<file path="src/rtl/imem_loader_pkg.sv">
// Shared types and constants for the instruction-memory loader.
package imem_loader_pkg;

  typedef enum logic [2:0] {
    IDLE,
    ACCEPT,
    WRITE,
    FINISH,
    ERROR
  } state_t;

  localparam int BYTES_PER_WORD = 4;
  localparam int IDX_W          = 2;

endpackage

</file>
<file path="src/rtl/imem_word_serializer.sv">
// Holds one accepted instruction word and hands it out one byte per cycle,
// lowest-address byte first, flagging the final byte of the word.
module imem_word_serializer
  import imem_loader_pkg::*;
(
  input  logic             clk,
  input  logic             reset,
  input  logic             load,
  input  logic [31:0]      word_in,
  input  logic             advance,
  output logic [7:0]       byte_out,
  output logic [IDX_W-1:0] idx,
  output logic             last
);

  logic [31:0] word_q;

  always_ff @(posedge clk) begin
    if (reset) begin
      word_q <= '0;
      idx    <= '0;
    end else if (load) begin
      word_q <= word_in;
      idx    <= '0;
    end else if (advance) begin
      idx <= idx + 1'b1;
    end
  end

  always_comb begin
    byte_out = word_q[7:0];
    case (idx)
      2'd0:    byte_out = word_q[7:0];
      2'd1:    byte_out = word_q[15:8];
      2'd2:    byte_out = word_q[23:16];
      default: byte_out = word_q[31:24];
    endcase
  end

  assign last = (idx == IDX_W'(BYTES_PER_WORD - 1));

endmodule

</file>
<file path="src/rtl/imem_loader.sv">
// Streams 32-bit instruction words into byte-addressed instruction memory while
// holding the CPU in reset. Optional checksum check: IMEM_LOADER_CHECKSUM_EN.
module imem_loader
  import imem_loader_pkg::*;
#(
  parameter int MEM_BYTES = 128,
  parameter int ADDR_W    = 32,
  parameter int CNT_W     = 16
) (
  input  logic              clk,
  input  logic              reset,
  input  logic              start,
  input  logic [ADDR_W-1:0] base_addr,
  input  logic [CNT_W-1:0]  word_count,
  input  logic              s_valid,
  output logic              s_ready,
  input  logic [31:0]       s_data,
  output logic              mem_we,
  output logic [ADDR_W-1:0] mem_addr,
  output logic [7:0]        mem_wdata,
  output logic              cpu_hold,
  output logic              busy,
  output logic              done,
  output logic              err
`ifdef IMEM_LOADER_CHECKSUM_EN
  ,
  input  logic [31:0]       expected_sum,
  output logic              sum_ok
`endif
);

  state_t            state, state_next;
  logic [ADDR_W-1:0] ptr, hold_addr, live_addr;
  logic [7:0]        hold_data, ser_byte;
  logic [CNT_W-1:0]  remaining;
  logic              err_q, start_bad, handshake, ser_last, sum_bad;
  logic [IDX_W-1:0]  ser_idx;
  logic [ADDR_W+1:0] end_addr;

  // Range check is done two bits wider than the address so it cannot wrap.
  assign end_addr  = {2'b00, base_addr} + ((ADDR_W+2)'(word_count) << 2);
  assign start_bad = (base_addr[1:0] != 2'b00) || (end_addr > (ADDR_W+2)'(MEM_BYTES));
  assign handshake = (state == ACCEPT) && s_valid;
  assign live_addr = ptr + ADDR_W'(ser_idx);

  imem_word_serializer u_ser (
    .clk      (clk),
    .reset    (reset),
    .load     (handshake),
    .word_in  (s_data),
    .advance  (state == WRITE),
    .byte_out (ser_byte),
    .idx      (ser_idx),
    .last     (ser_last)
  );

`ifdef IMEM_LOADER_CHECKSUM_EN
  logic [31:0] sum_q, exp_sum_q;

  always_ff @(posedge clk) begin
    if (reset) begin
      sum_q     <= '0;
      exp_sum_q <= '0;
    end else if (state == IDLE && start) begin
      sum_q     <= '0;
      exp_sum_q <= expected_sum;
    end else if (handshake) begin
      sum_q <= sum_q + s_data;
    end
  end

  assign sum_bad = (sum_q != exp_sum_q);
  assign sum_ok  = !sum_bad;
`else
  assign sum_bad = 1'b0;
`endif

  always_ff @(posedge clk) begin
    if (reset) state <= IDLE;
    else       state <= state_next;
  end

  // Address/count bookkeeping; the hold registers keep the write bus quiet between bytes.
  always_ff @(posedge clk) begin
    if (reset) begin
      ptr       <= '0;
      remaining <= '0;
      err_q     <= 1'b0;
      hold_addr <= '0;
      hold_data <= '0;
    end else begin
      if (state == IDLE && start) begin
        ptr       <= base_addr;
        remaining <= word_count;
        err_q     <= start_bad;
      end
      if (state == WRITE) begin
        hold_addr <= live_addr;
        hold_data <= ser_byte;
        if (ser_last) begin
          ptr       <= ptr + ADDR_W'(BYTES_PER_WORD);
          remaining <= remaining - 1'b1;
        end
      end
      if (state == FINISH && sum_bad) err_q <= 1'b1;
    end
  end

  always_comb begin
    state_next = state;
    s_ready    = 1'b0;
    mem_we     = 1'b0;
    cpu_hold   = 1'b0;
    done       = 1'b0;
    busy       = (state != IDLE);
    err        = err_q;
    mem_addr   = hold_addr;
    mem_wdata  = hold_data;
    case (state)
      IDLE: begin
        if (start) begin
          if (start_bad)             state_next = ERROR;
          else if (word_count == '0) state_next = FINISH;
          else                       state_next = ACCEPT;
        end
      end
      ACCEPT: begin
        s_ready  = 1'b1;
        cpu_hold = 1'b1;
        if (s_valid) state_next = WRITE;
      end
      WRITE: begin
        mem_we    = 1'b1;
        cpu_hold  = 1'b1;
        mem_addr  = live_addr;
        mem_wdata = ser_byte;
        if (ser_last) state_next = (remaining == CNT_W'(1)) ? FINISH : ACCEPT;
      end
      FINISH: begin
        done       = 1'b1;
        err        = err_q | sum_bad;
        state_next = IDLE;
      end
      ERROR: begin
        done       = 1'b1;
        err        = 1'b1;
        state_next = IDLE;
      end
      default: state_next = IDLE;
    endcase
  end

endmodule

</file>
<file path="config.mk">
export PLATFORM = sky130hd
export DESIGN_NAME = imem_loader
export DESIGN_NICKNAME = d
export VERILOG_FILES = /design/src/rtl/imem_loader_pkg.sv /design/src/rtl/imem_word_serializer.sv /design/src/rtl/imem_loader.sv
export SDC_FILE = /design/constraint.sdc
export NUM_CORES = 1
export LEC_CHECK = 0
export ABC_AREA = 1
export CAP_MARGIN = 40
export CORE_AREA = 2 2 137 139
export DETAILED_ROUTE_END_ITERATION = 6
export DIE_AREA = 0 0 139 141
export MAX_ROUTING_LAYER = met4
export PLACE_DENSITY = 0.84
export SLEW_MARGIN = 20
export SYNTH_ARGS = -nofsm -noshare
export SYNTH_HDL_FRONTEND = slang
export SYNTH_SLANG_ARGS = --single-unit
</file>
<file path="constraint.sdc">
create_clock -name clk -period 2.7 [get_ports clk]
set_input_delay 0.675 -clock clk [delete_from_list [all_inputs] [get_ports clk]]
set_output_delay 0.675 -clock clk [all_outputs]
set_load 0.05 [all_outputs]
</file>
==> run_results.csv, run 1 <==
group,metric,value,unit
sta,setup_viol,42,
sta,rsz0062_at_grt,"yes",
finish,final_cell_mix,"353 x nand2_1, 257 x buf_4, 144 x inv_1, 101 x dfxtp_1, 95 x nand3_1",
cts,cts_buffers,17,
critical_path,critPathArrivalTime,2.70,ns
run,maxCapViolCount,0,
yosys,syn_area_per_cell,6.23,um2
critical_path,worstPathRequired,2.03,ns
cts,worstSkewPairLatency,0.45,ns
global_routing,grtUsageTotal,0.370,
die,initial_core_util,0.485,
drt,via_per_inst,6.04,
sta,hold_viol_final,0,
cts,cts_sinks,126,
die,rows,50,
outcome,violations,"DRC, setup timing",
yosys,ys_async_sr_fraction,0,
cts,clkTransAtPathRegs,0.07,ns
power_and_ir_drop,power,7360,uW
drt,drtAntennaViolNets,0,
global_routing,antenna_found_initial,3,
die,ios,130,
drt,firstDrtPassIters,7,
cts,clk_path_buf_depth,2,
yosys,synth_warnings,0,
global_routing,grt_max_degree,81,
critical_path,critPathLaunchType,"register",
sta,period_needed,3.38,ns
critical_path,endpoint_kind,"output port",
global_routing,grt_util_met3,0.0713,
drt,wl_per_cell,20.7,um
sta,fin_worst_skew,0.0107,ns
finish,finalNetCount,1913,
finish,drive_gt1_frac,0.376,
yosys,synth_seq_area_share,0.285,
die,die-area,19600,um2
cts,htree_num_levels,4,
drt,num_vias,12404,
power_and_ir_drop,p_per_area,498,nW/um2
yosys,ys_seq_elements,126,
global_routing,grt-busiest-layer,"met2",
critical_path,criticalPathCategory,"register to output port",
place,place_congestion,1.02,
global_routing,grt_util_met1,0.443,
sta,fin_crit_sh,1.25,
die,chipWidth,139,um
power_and_ir_drop,p_leak,0.00672,uW
drt,detailedRoute.firstIterationViolations,1722,
critical_path,crit_path_max_fanout,2,
critical_path,crit_path_cell_trace,"ha_4, inv_2, fa_2, nor2_4, buf_4, buf_6, nand4_1, xnor2_1, o21ai_1, inv_1, buf_6",
global_routing,grt-ovfl-total,0,
finish,n_fill_cell,1034,
cts,root_buffer,"clkbuf_16",
yosys,synthCells,1421,
die,chipHeight,141,um
drt,drc,2,
finish,area_delta_synth_final,66.9,%
sta,setup_ws,-0.675,ns
sta,fmax,0.296,GHz
yosys,synth_fp_nets,1532,
drt,totalWireLength,42500,um
die,core,18300,um2
critical_path,cp_slowest_cell,"fa_2",
power_and_ir_drop,peakVddDrop,459,uV
hold_path,worst_hold_path_type,"register to register",
sta,relSlewSlack,0.609,
finish,utilization,0.809,
yosys,netlist_area,8850,um2
critical_path,critPathTopFamily,"adder cells",
cts,cts_tree,"built",
sta,tightest_slew,0.585,ns
global_routing,grt_pass1_vias,10951,
critical_path,max_stage_delay,0.51,ns
global_routing,grt_pass1_wl,56500,um
outcome,status,"finished with violations",
global_routing,use_met2,0.588,
yosys,synthFlopType,"dfxtp_1",
yosys,ys_types,50,
place,io_buffers,129,
critical_path,cp_num_buf_inv,5,
place,dp_hpwl,22900,um
yosys,synth-edff-count,0,
sta,slew_violations,0,
critical_path,crit_top_cell,"buf_6",
finish,mostFrequentLayoutCell,"nand2_1",
==> metal layers <==
metal | vias up | wire length, um
met5 | - | 0
met4 | 0 | 3330
met3 | 353 | 4680
met2 | 982 | 19400
met1 | 5685 | 15100
li1 | 5384 | -
==> report_power, final <==
part	switching (uW)	internal [uW]
Clock	1080	1320
Combinational	1670	1110
Sequential	155	2030
==> worst paths after layout <==
check | from | endpoint | slack [ns] | cells after the start
max | u_ser.idx[0] | mem_addr[28] | -0.68 | 11
min | u_ser.word_q[9] | u_ser.word_q[9] | 0.46 | 2
max reg2reg | u_ser.idx[0] | hold_addr[31] | -0.55 | 22
min reg2reg | u_ser.word_q[9] | u_ser.word_q[9] | 0.46 | 2
==> cells in the mapped netlist (2+ instances only) <==
master,number,area (um2)
nor4_1,10,62.6
o221ai_1,6,52.6
o31ai_1,2,15.0
xnor2_1,4,35.0
dfxtp_1,126,2520
a211oi_1,6,45.0
inv_1,165,619
and2_1,17,106
buf_2,9,45.0
nor2_4,3,33.8
a31oi_1,17,106
a21oi_2,3,26.3
nor3_1,14,70.1
fa_1,2,40.0
o21ai_2,2,17.5
xor2_1,26,228
ha_1,25,313
a311oi_1,8,70.1
nand4_1,13,81.3
nand2_1,408,1530
inv_2,20,75.1
nor3_2,6,60.1
nand3b_1,4,30.0
a21oi_1,100,500
or2_1,2,12.5
nor3b_1,4,30.0
nor3_4,3,48.8
nand2_2,19,119
nand3_1,112,561
or2_2,9,56.3
clkbuf_1,45,169
o21ai_0,68,340
o211ai_1,13,97.6
nand3_2,5,50.1
o21ai_1,12,60.1
nor2_2,19,119
nor2_1,101,379
==> cell type report <==
type                       count  area [um2]  share of cell area
antenna                        3        7.51            0.000508
multi-input combinational   1054        6570               0.445
sequential                   126        2570               0.174
clock inverter                15         164              0.0111
tap                          234         293              0.0198
timing repair buffer         416        4010               0.271
timing repair inverter         1        7.51            0.000508
inverter                     186         729              0.0494
clock buffer                  17         425              0.0288
==> registers in the layout (all words and copies together) (netlist names) <==
name and count:
u_ser.word_q 32, hold_data 8, u_ser.idx 2, state 3
ptr 32, remaining 16, err_q 1, hold_addr 32
==> kinds of logic (layout without fill, tap and decap cells) <==
family                   count (synthesis)  count (layout)  share of synthesized area
AO/OA/AOI/OAI                          242             242                      0.155
XOR/XNOR                                31              31                     0.0315
adder cells (fa/ha/maj)                 27              27                     0.0398
buffers and inverters                  241             635                      0.104
flip-flops                             126             126                      0.285
other                                    0               3                          0
AND/OR/NAND/NOR                        754             754                      0.385
==> timing repair <==
| action | in CTS | in global routing |
|---|---|---|
| resized for setup | 209 | 166 |
| hold endpoints to repair | 0 | 0 |
| setup endpoints to repair | 44 | 48 |
| pin swaps | 66 | 85 |
| setup buffers | 76 | 43 |
| gates cloned | 2 | 0 |
| hold buffers | 0 | 0 |
==> worst reg2reg max path, delay by kind of cell, from the launching register on <==
kind | cells | cell delay, ns
flip-flops | 1 | 0.34
adder cells (fa/ha/maj) | 1 | 0.16
AO/OA/AOI/OAI | 2 | 0.44
AND/OR/NAND/NOR | 4 | 0.35
buffers and inverters | 14 | 1.68
XOR/XNOR | 1 | 0.23
==> per-stage QoR <==
stage,instances,setup WS (ns),hold slack [ns],setup TNS [ns],cell area (um2)
floorplan,1421,-0.313,0.441,-1.51,8910
global placement,1905,-0.598,0.449,-2.69,11900
detailed placement,1905,-0.654,0.454,-3.13,11900
CTS,2011,-0.543,0.464,-7.58,13900
global route,2052,-0.750,0.486,-17.80,14800
finish,2052,-0.675,0.463,-16.68,14800
Power figures use the tool's default switching activity.
==> run 2, diff against run 1 <==
--- a/config.mk
+++ b/config.mk
@@ -6,7 +6,7 @@
 export NUM_CORES = 1
 export LEC_CHECK = 0
 export ABC_AREA = 1
-export CAP_MARGIN = 40
+export CAP_MARGIN = 10
 export CORE_AREA = 2 2 137 139
 export DETAILED_ROUTE_END_ITERATION = 6
 export DIE_AREA = 0 0 139 141
==> run 2 against run 1 <==
Against the previous run:
- the flow still finishes with violations (DRC, setup timing)
- critical path depth increased by 1
- combinational power about the same
- worst setup slack got worse by 0.26 ns
- final cell count decreased by 0.29%
- critical path type unchanged
- global-route usage unchanged
- sequential share of layout area about the same
- count of clock-buffer cells in the layout unchanged
- via count increased by 0.32%
==> run_results.csv, run 2 (synthesis results as in run 1) <==
group,metric,value,unit
outcome,status,"finished with violations",
outcome,violations,"DRC, setup timing",
critical_path,reg2reg_depth,22,
critical_path,worstPathRequired,2.03,ns
critical_path,critPathLaunch,"u_ser.idx[0]",
finish,final_cell_mix,"352 x nand2_1, 252 x buf_4, 147 x inv_1, 102 x dfxtp_1, 94 x nand3_1",
die,chipHeight,141,um
global_routing,grt_max_degree,81,
drt,wl_met2,19500,um
finish,drive_gt1_frac,0.373,
critical_path,r2r-end,"hold_addr[31]",
critical_path,r2r_setup_slack,-0.74,ns
sta,tightest_slew,0.979,ns
cts,ctsHoldBuffers,0,
finish,seq_area,2570,um2
critical_path,reg2reg_from,"u_ser.idx[0]",
finish,n_fill_cell,1055,
die,ios,130,
die,core,18300,um2
critical_path,crit_path_max_fanout,5,
die,chipWidth,139,um
cts,cts_tree,"built",
global_routing,grt-ovfl-total,0,
finish,reg_top3,"hold_addr: 32 flops, ptr: 32 flops, u_ser.word_q: 32 flops",
critical_path,endpoint_kind,"output port",
hold_path,worst_hold_path_type,"register to register",
cts,worstSkewPairLatency,0.45,ns
drt,highest_layer,"met4",
finish,fin_area,14800,um2
sta,setup_ws,-0.932,ns
sta,period_needed,3.63,ns
place,dpl_cell_area,11900,um2
place,dp_worst_setup_slack,-0.654,ns
power_and_ir_drop,p_leak,0.00672,uW
drt,wl_per_cell,21.5,um
cts,clk_path_buf_depth,2,
critical_path,crit_path_cell_trace,"ha_4, buf_4, buf_6, buf_6, a21oi_4, nor2_4, clkinv_4, nor2_4, xor2_1, nand2_1, nand2_2, buf_8",
sta,relSlewSlack,0.347,
global_routing,grt_pass1_wl,56500,um
sta,rsz0062_at_grt,"yes",
cts,root_buffer,"clkbuf_16",
global_routing,grt_pass1_vias,10951,
drt,detailedRoute.firstIterationViolations,1901,
sta,fin_worst_skew,0.0162,ns
critical_path,cp_slowest_cell,"xor2_1",
drt,via_per_inst,6.08,
power_and_ir_drop,p_per_area,502,nW/um2
finish,area_delta_synth_final,66.7,%
run,maxCapViolCount,0,
drt,firstDrtPassIters,7,
sta,setup_viol,39,
cts,htree_num_levels,4,
place,place_congestion,1.02,
finish,multi_input_area,6590,um2
drt,drc,12,
place,dp_hpwl,22900,um
die,die-area,19600,um2
drt,num_vias,12444,
power_and_ir_drop,peakVddDrop,430,uV
critical_path,critPathLaunchType,"register",
global_routing,grtUsageTotal,0.370,
die,rows,50,
drt,drtAntennaViolNets,0,
cts,clkTransAtPathRegs,0.07,ns
critical_path,critPathArrivalTime,2.96,ns
drt,wl_met1,15500,um
sta,hold_viol_final,0,
sta,fmax,0.275,GHz
global_routing,antenna_found_initial,1,
finish,mostFrequentLayoutCell,"nand2_1",
drt,wl_met3,5020,um
die,initial_core_util,0.485,
cts,cts_buffers,17,
cts,cts_sinks,126,
drt,totalWireLength,43900,um
finish,utilization,0.808,
critical_path,endpoint,"mem_addr[15]",
hold_path,hold_start,"u_ser.word_q[7]",
critical_path,max_stage_delay,0.62,ns
place,io_buffers,129,
critical_path,criticalPathCategory,"register to output port",
sta,slew_violations,0,
sta,fin_crit_sh,1.35,
finish,finalNetCount,1908,
[run 2: critical path: cells and delay by family, from the launching register on]
kind / cells / cell delay, ns
xor+xnor: 1 / 0.62
flops: 1 / 0.34
simple gates: 4 / 0.50
buf+inv: 5 / 0.61
compound gates: 1 / 0.26
fa+ha+maj: 1 / 0.17
[run 2: layer usage]
layer,vias to the layer above,global-route usage
met3,394,0.0713
li1,5377,-
met4,0,0.207
met5,-,-
met2,1007,0.588
met1,5666,0.443
[run 2: worst min path at each step]
stage                            end  cells after the start  slack, ns
floorplan           u_ser.word_q[31]                      2       0.44
global placement    u_ser.word_q[12]                      2       0.45
detailed placement   u_ser.word_q[9]                      2       0.45
CTS                  u_ser.word_q[7]                      2       0.46
global route           hold_addr[13]                      2       0.49
finish               u_ser.word_q[7]                      2       0.46
[run 2: through the flow]
| stage | std cells | hold WS [ns] | total power [uW] | TNS [ns] |
|---|---|---|---|---|
| 5_1_grt | 2045 | 0.487 | 7590 | -17.71 |
| 3_5_place_dp | 1905 | 0.454 | 4420 | -3.13 |
| 6_report | 2046 | 0.462 | 7410 | -17.32 |
| 3_3_place_gp | 1905 | 0.449 | 4380 | -2.69 |
| 4_1_cts | 2011 | 0.464 | 6960 | -7.58 |
| 2_1_floorplan | 1421 | 0.441 | 3470 | -1.51 |
[run 2: layout make-up]
type | count | area share
Timing Repair Buffer | 411 | 0.269
Clock buffer | 17 | 0.0288
Timing Repair inverter | 1 | 0.000509
Antenna cell | 2 | 0.000339
Clock inverter | 15 | 0.0111
Sequential cell | 126 | 0.174
Inverter | 186 | 0.0494
Multi-Input combinational cell | 1054 | 0.447
Tap cell | 234 | 0.0198
[run 2: timing repair]
| item | CTS | global route |
|---|---|---|
| endpoints found under the setup margin | 44 | 48 |
| cloned | 2 | 1 |
| hold endpoints to repair | 0 | 0 |
| buffers inserted | 76 | 40 |
| pin swaps | 66 | 86 |
| resized for setup | 209 | 167 |
[run 2: report_power, final]
part | internal, uW | switching, uW | total [uW]
Combinational | 1120 | 1690 | 2810
Sequential | 2030 | 161 | 2190
Clock | 1320 | 1090 | 2410
Total | 4470 | 2950 | 7410
